$ cat config.mk
export PLATFORM = sky130hd
export DESIGN_NAME = xbus_arbiter
export DESIGN_NICKNAME = d
export VERILOG_FILES = /design/src/rtl/xbus_arbiter.sv
export SDC_FILE = /design/constraint.sdc
export NUM_CORES = 1
export LEC_CHECK = 0
export CELL_PAD_IN_SITES_DETAIL_PLACEMENT = 1
export CELL_PAD_IN_SITES_GLOBAL_PLACEMENT = 1
export CORE_MARGIN = 5
export CORE_UTILIZATION = 39
export CTS_CLUSTER_SIZE = 20
export DETAILED_ROUTE_END_ITERATION = 6
export PLACE_DENSITY_LB_ADDON = 0.05
export SYNTH_ARGS = -nofsm -noshare
export SYNTH_HDL_FRONTEND = slang
export SYNTH_SLANG_ARGS = --single-unit
$ cat constraint.sdc
create_clock -name sig_clock -period 2.5 [get_ports sig_clock]
set_clock_uncertainty 0.15 [all_clocks]
set_input_delay 0.375 -clock sig_clock [delete_from_list [all_inputs] [get_ports sig_clock]]
set_output_delay 0.375 -clock sig_clock [all_outputs]
set_load 0.03 [all_outputs]
$ cat src/rtl/xbus_arbiter.sv
// xbus_arbiter: round-robin XBUS arbiter with address/data phase tracking and error flags
module xbus_arbiter #(
  parameter int NUM_MASTERS = 2,
  parameter int TIMEOUT = 16,
  localparam int MW = NUM_MASTERS > 1 ? $clog2(NUM_MASTERS) : 1
) (
  input  logic                   sig_clock,
  input  logic                   sig_reset,
  input  logic [NUM_MASTERS-1:0] sig_request,
  output logic [NUM_MASTERS-1:0] sig_grant,
  output logic                   sig_start,
  input  logic                   sig_read,
  input  logic                   sig_write,
  input  logic [1:0]             sig_size,
  input  logic                   sig_bip,
  input  logic                   sig_wait,
  input  logic                   sig_error,
  output logic                   busy,
  output logic                   xfer_done,
  output logic [MW-1:0]          xfer_master,
  output logic                   proto_err,
  output logic                   timeout_err
);
  localparam int WW = TIMEOUT > 0 ? $clog2(TIMEOUT + 1) : 1;
  localparam logic [WW-1:0] TO_LAST = WW'(TIMEOUT > 0 ? TIMEOUT - 1 : 0);
  typedef enum logic [1:0] {IDLE, ARB, ADDR, DATA} state_t;
  state_t state, state_n;
  logic [MW-1:0] rr_ptr, winner;
  logic [3:0] beat_cnt, beat_next, expected;
  logic [WW-1:0] wait_cnt;
  logic done_n, perr_n, terr_n;
  assign sig_start = state == ARB;
  assign busy = state == ADDR || state == DATA;
  assign beat_next = beat_cnt + 4'd1;
  // first requester after rr_ptr; descending scan lets the nearest one win
  always_comb begin
    winner = rr_ptr;
    for (int i = NUM_MASTERS; i > 0; i--)
      if (|(sig_request & (NUM_MASTERS'(1) << ((int'(rr_ptr) + i) % NUM_MASTERS))))
        winner = MW'((int'(rr_ptr) + i) % NUM_MASTERS);
  end
  // next state and end-of-transfer pulse decisions
  always_comb begin
    state_n = state;
    done_n = 1'b0;
    perr_n = 1'b0;
    terr_n = 1'b0;
    case (state)
      IDLE: state_n = ARB;
      ARB: state_n = |sig_request ? ADDR : ARB;
      ADDR: begin
        state_n = sig_read ^ sig_write ? DATA : ARB;
        perr_n = sig_read & sig_write;
      end
      DATA: if (sig_wait) begin
        terr_n = TIMEOUT != 0 && wait_cnt == TO_LAST;
        state_n = terr_n ? ARB : DATA;
      end else begin
        done_n = !sig_error && !sig_bip && beat_next == expected;
        perr_n = !sig_error && (sig_bip == (beat_next == expected));
        state_n = sig_error || !sig_bip || beat_next == expected ? ARB : DATA;
      end
    endcase
  end
  // state, grant, counters and registered pulses
  always_ff @(posedge sig_clock or posedge sig_reset) begin
    if (sig_reset) begin
      state <= IDLE;
      sig_grant <= '0;
      rr_ptr <= MW'(NUM_MASTERS - 1);
      xfer_master <= '0;
      beat_cnt <= '0;
      wait_cnt <= '0;
      expected <= '0;
      xfer_done <= 1'b0;
      proto_err <= 1'b0;
      timeout_err <= 1'b0;
    end else begin
      state <= state_n;
      xfer_done <= done_n;
      proto_err <= perr_n;
      timeout_err <= terr_n;
      if (state == ARB && |sig_request) begin
        sig_grant <= NUM_MASTERS'(1) << winner;
        xfer_master <= winner;
        rr_ptr <= winner;
      end else if (state_n == ARB) sig_grant <= '0;
      if (state == ADDR) begin
        expected <= 4'd1 << sig_size;
        beat_cnt <= '0;
        wait_cnt <= '0;
      end
      if (state == DATA) begin
        beat_cnt <= sig_wait ? beat_cnt : beat_next;
        wait_cnt <= sig_wait ? wait_cnt + 1'b1 : '0;
      end
    end
  end
endmodule

==> results <==
- The repair_antennas step left the layout with diodes totalling 0.
- The ratio of total power to cell area is 1090 nW/um^2.
- For this run, the total global-route usage over all layers was measured as 13.5%.
- The total of max-cap violations is 0.
- The signal on the critical path passes through nor2b_2 > clkdlybuf4s50_1.
- For this run, the slowest stage of the critical path takes 700 ps.
- Global routing finished with a remaining overflow of 0.
- The final worst hold slack is 238 ps.
- For this design, the sink count on the clock tree is 22.
- The maximum fanout encountered on the critical timing path is 11.
- The portion of synthesized area spent on multiplexers is 0.889%.
- The cell sitting at the root of the clock tree is a sky130_fd_sc_hd__clkbuf_4.
- In the post-route analysis, the smallest setup slack over all paths is 233 ps.
- Row generation in the floorplan step produced 19 rows.
- The share of post-route cells with drive strength above 1 is 10.4%.
- The synthesis-stage register bit count is 22.
- After clock tree synthesis, the setup repair step added 0 buffers.
- The slew at the pin with the worst max-slew slack is 426 ps.
- Data on the critical path is required at its endpoint by 1980 ps.
- After the last flow step, the layout net total stands at 150.
- The sum of negative setup slack is 0 ps.
- For this run, design rule violations remaining after detail routing come to 0.
- The synthesized design contains 0 enable-type register cells.
- The worst register-to-register path ends at sig_grant[1].
- The run finished with clean final reports.
- In the layout the commonest cells are sky130_fd_sc_hd__nand2_1 (23), sky130_fd_sc_hd__dfrtp_1 (20), sky130_fd_sc_hd__clkdlybuf4s50_1 (18), sky130_fd_sc_hd__nor2_1 (6).
- The number of vias per cell is 5.31.
- For the worst setup path, the data arrival time is 1740 ps.
- In this run, the number of DRC markers left after iteration 0 of detailed routing was 12.
- STA classifies the critical path startpoint as a register.
- The congestion estimate from routability-driven global placement came to 0.774.
- The final number of hold-violating endpoints is 0.
- STA classifies the critical path endpoint as a primary output.
- The cell with the largest stage delay on the worst path is sky130_fd_sc_hd__clkdlybuf4s50_1.
- The warning count from the yosys run is 0.
- The area of the placeable core is 2760 sq um.
- The most used flip-flop cell after synthesis is sky130_fd_sc_hd__dfrtp_1.
- The number of max-slew violations in the final report is 0.
- The share of the yosys chip area belonging to registers is 49.0%.
- In this run the deepest clock path goes through 2 buffers.
- 19 I/O pins were placed.
- The clock latency at the later pin of the worst-skew pair is 310 ps.
- The initial utilization of the core area, before any placement, comes to 40.8%.
- Measured in cells, the most critical reg-to-reg path has a length of 6.
- The simple-gate share of the synthesized area is 23.0%.
- The floorplan step set the die height to 63.7 um.
- The full die area is 4060 sq um.
- Setup violations remaining at the end of the flow were counted as 0.
- The library cell used most frequently in the layout, excluding fill and tap cells, is sky130_fd_sc_hd__nand2_1.
- Buffers inserted during clock tree synthesis total 3.
- Once detail routing completed, the nets flagged for antenna violations numbered 0.
- Counting flops with an async set or reset pin after synthesis yields a share of 100%.
- Headroom to the max-slew limit came out at 71.5%.
- Synthesis handed over a netlist of 115 instances.
- The synthesized net count is 130.
- Summing the areas of all xor and xnor instances in the mapped netlist gives 6.11% of the synthesized area.
- The fmax is 441 MHz.
- The post-route minimum period is 2270 ps.
- The synthesis-to-layout area growth is 21.0%.
- Setup repair after global routing left no endpoint under its margin.
- The detailed router placed 876 vias in this run.
- The kind of critical path is reg2out.
- The combinational family with the most area after synthesis is simple AND/OR/NAND/NOR gates.
- The path class of the tightest hold or removal check is in2async.
- Across all register-to-register paths, the minimum setup slack is 580 ps.
- In this run the mean area of a mapped cell was 9.79 sq um.
- The die width is 63.7 um.
- The maximum level of the CTS H-tree is 1.
- The final cycle utilization of the critical path is 90.7%.
- Summing every instance area after synthesis gives 1130 sq um.
- The analysis attributes to cell leakage a power of 0.628 nW.
- The worst-case vdd ir drop is 0.000713 V.
- The compound-gate portion of the synthesized area is 12.7%.
- The global-route wire length before repair is 4390 um.
- TritonCTS built the clock tree.
- Wires add up to 2460 um.
- The setup slack after placement is 442 ps.
- Clock-pin slew was measured on the worst setup and hold paths at 120 ps.
- The quantity of I/O buffers inserted on ports is 18.
- The detailed-routing iteration count for the pre-antenna-repair pass is 4.
- The number of antenna violations at the first check in global routing was 0.
- The post-synthesis cell type count is 35.
- The worst flop-to-flop path startpoint is beat_cnt[0].
- In the final routed layout, each cell accounts on average for 14.9 um.
- The synthesized-area fraction occupied by adder cells is 4.44%.
- Once detailed placement completed, the half-perimeter wirelength came to 1860 um.
- The maximum number of pins on one net before global-route repair is 23.
- The via count of the first global-routing pass is 985.
[how the worst max path moves through the flow]
stage / end / from / cells past startpoint / slack [ps]
3_3_place_gp: sig_start / state[0] / 2 / 510
6_report: sig_start / state[0] / 2 / 230
2_1_floorplan: sig_grant[1] / beat_cnt[0] / 6 / 760
5_1_grt: sig_start / state[0] / 2 / 110
3_5_place_dp: sig_grant[1] / sig_wait / 5 / 440
4_1_cts: sig_start / state[0] / 2 / 120
[metrics by stage]
step / instances / total power, W / instance area (sq um) / util, %
floorplan: 115 / 0.00111 / 1130 / -
detailed placement: 161 / 0.00133 / 1340 / 48.4
CTS: 165 / 0.00150 / 1360 / 49.4
finish: 165 / 0.00148 / 1360 / 49.4
global route: 165 / 0.00162 / 1360 / 49.4
global placement: 161 / 0.00131 / 1340 / 48.4
[sequential cells by signal, indices dropped and copies added, names as in the netlist]
register and flops:
expected 4, proto_err 1, xfer_done 1, timeout_err 1, xfer_master 1, beat_cnt 4, wait_cnt 5, sig_grant 2
state 2, rr_ptr 1
[routing by layer]
| metal | share of wire [%] | track usage [%] | up-vias |
|---|---|---|---|
| met2 | 50 | 23.2 | 12 |
| li1 | - | - | 430 |
| met5 | 0 | 0 | - |
| met1 | 45 | 15.9 | 430 |
| met4 | 1.3 | 6.23 | 0 |
| met3 | 3.3 | 2.98 | 4 |
[layout make-up]
class,count,area (sq um)
Timing Repair Buffer,20,195
Fill cell,327,1400
Sequential cell,22,553
Multi-Input combinational cell,83,531
Clock buffer,4,26.3
Inverter,5,18.8
Tap cell,31,38.8
[synthesized netlist by cell type (2+ instances only)]
master / instances / area, sq um
sky130_fd_sc_hd__o21ai_0: 5 / 25.0
sky130_fd_sc_hd__o22ai_1: 2 / 12.5
sky130_fd_sc_hd__o21ai_1: 3 / 15.0
sky130_fd_sc_hd__buf_2: 2 / 10.0
sky130_fd_sc_hd__inv_1: 5 / 18.8
sky130_fd_sc_hd__ha_1: 4 / 50.1
sky130_fd_sc_hd__nand2b_1: 5 / 31.3
sky130_fd_sc_hd__nor2_1: 6 / 22.5
sky130_fd_sc_hd__xnor2_1: 4 / 35.0
sky130_fd_sc_hd__nor2b_1: 2 / 12.5
sky130_fd_sc_hd__clkbuf_1: 2 / 7.51
sky130_fd_sc_hd__dfrtp_1: 21 / 526
sky130_fd_sc_hd__o31ai_1: 2 / 15.0
sky130_fd_sc_hd__and3_1: 4 / 25.0
sky130_fd_sc_hd__xor2_1: 2 / 17.5
sky130_fd_sc_hd__nand2_1: 23 / 86.3
sky130_fd_sc_hd__nand3_1: 5 / 25.0
[where the power goes]
part           total [W]  switching, W  internal [W]
logic           0.000726      0.000413      0.000313
clock network   0.000168      0.000106     0.0000622
registers       0.000591      0.000112      0.000479
total            0.00148      0.000630      0.000854
[repair_timing]
item	CTS	global route
endpoints found under the setup margin	0	1
hold buffers	0	0
gates resized for setup	0	1
[kinds of logic (layout without fill, tap and decap cells)]
family | Yosys count | count (layout)
AOI/OAI and AO/OA | 20 | 20
buffers and inverters | 10 | 29
adders and majority gates | 4 | 4
muxes | 1 | 1
and+or+nand+nor | 51 | 51
DFF | 22 | 22
xor gates and xnor gates | 7 | 7
[critical path, delay by kind of cell, from the launching register on]
kind,cells,cell delay (ps)
DFF,1,490
and+or+nand+nor,1,250
buffers and inverters,1,700
(Power assumes the default switching activity.)
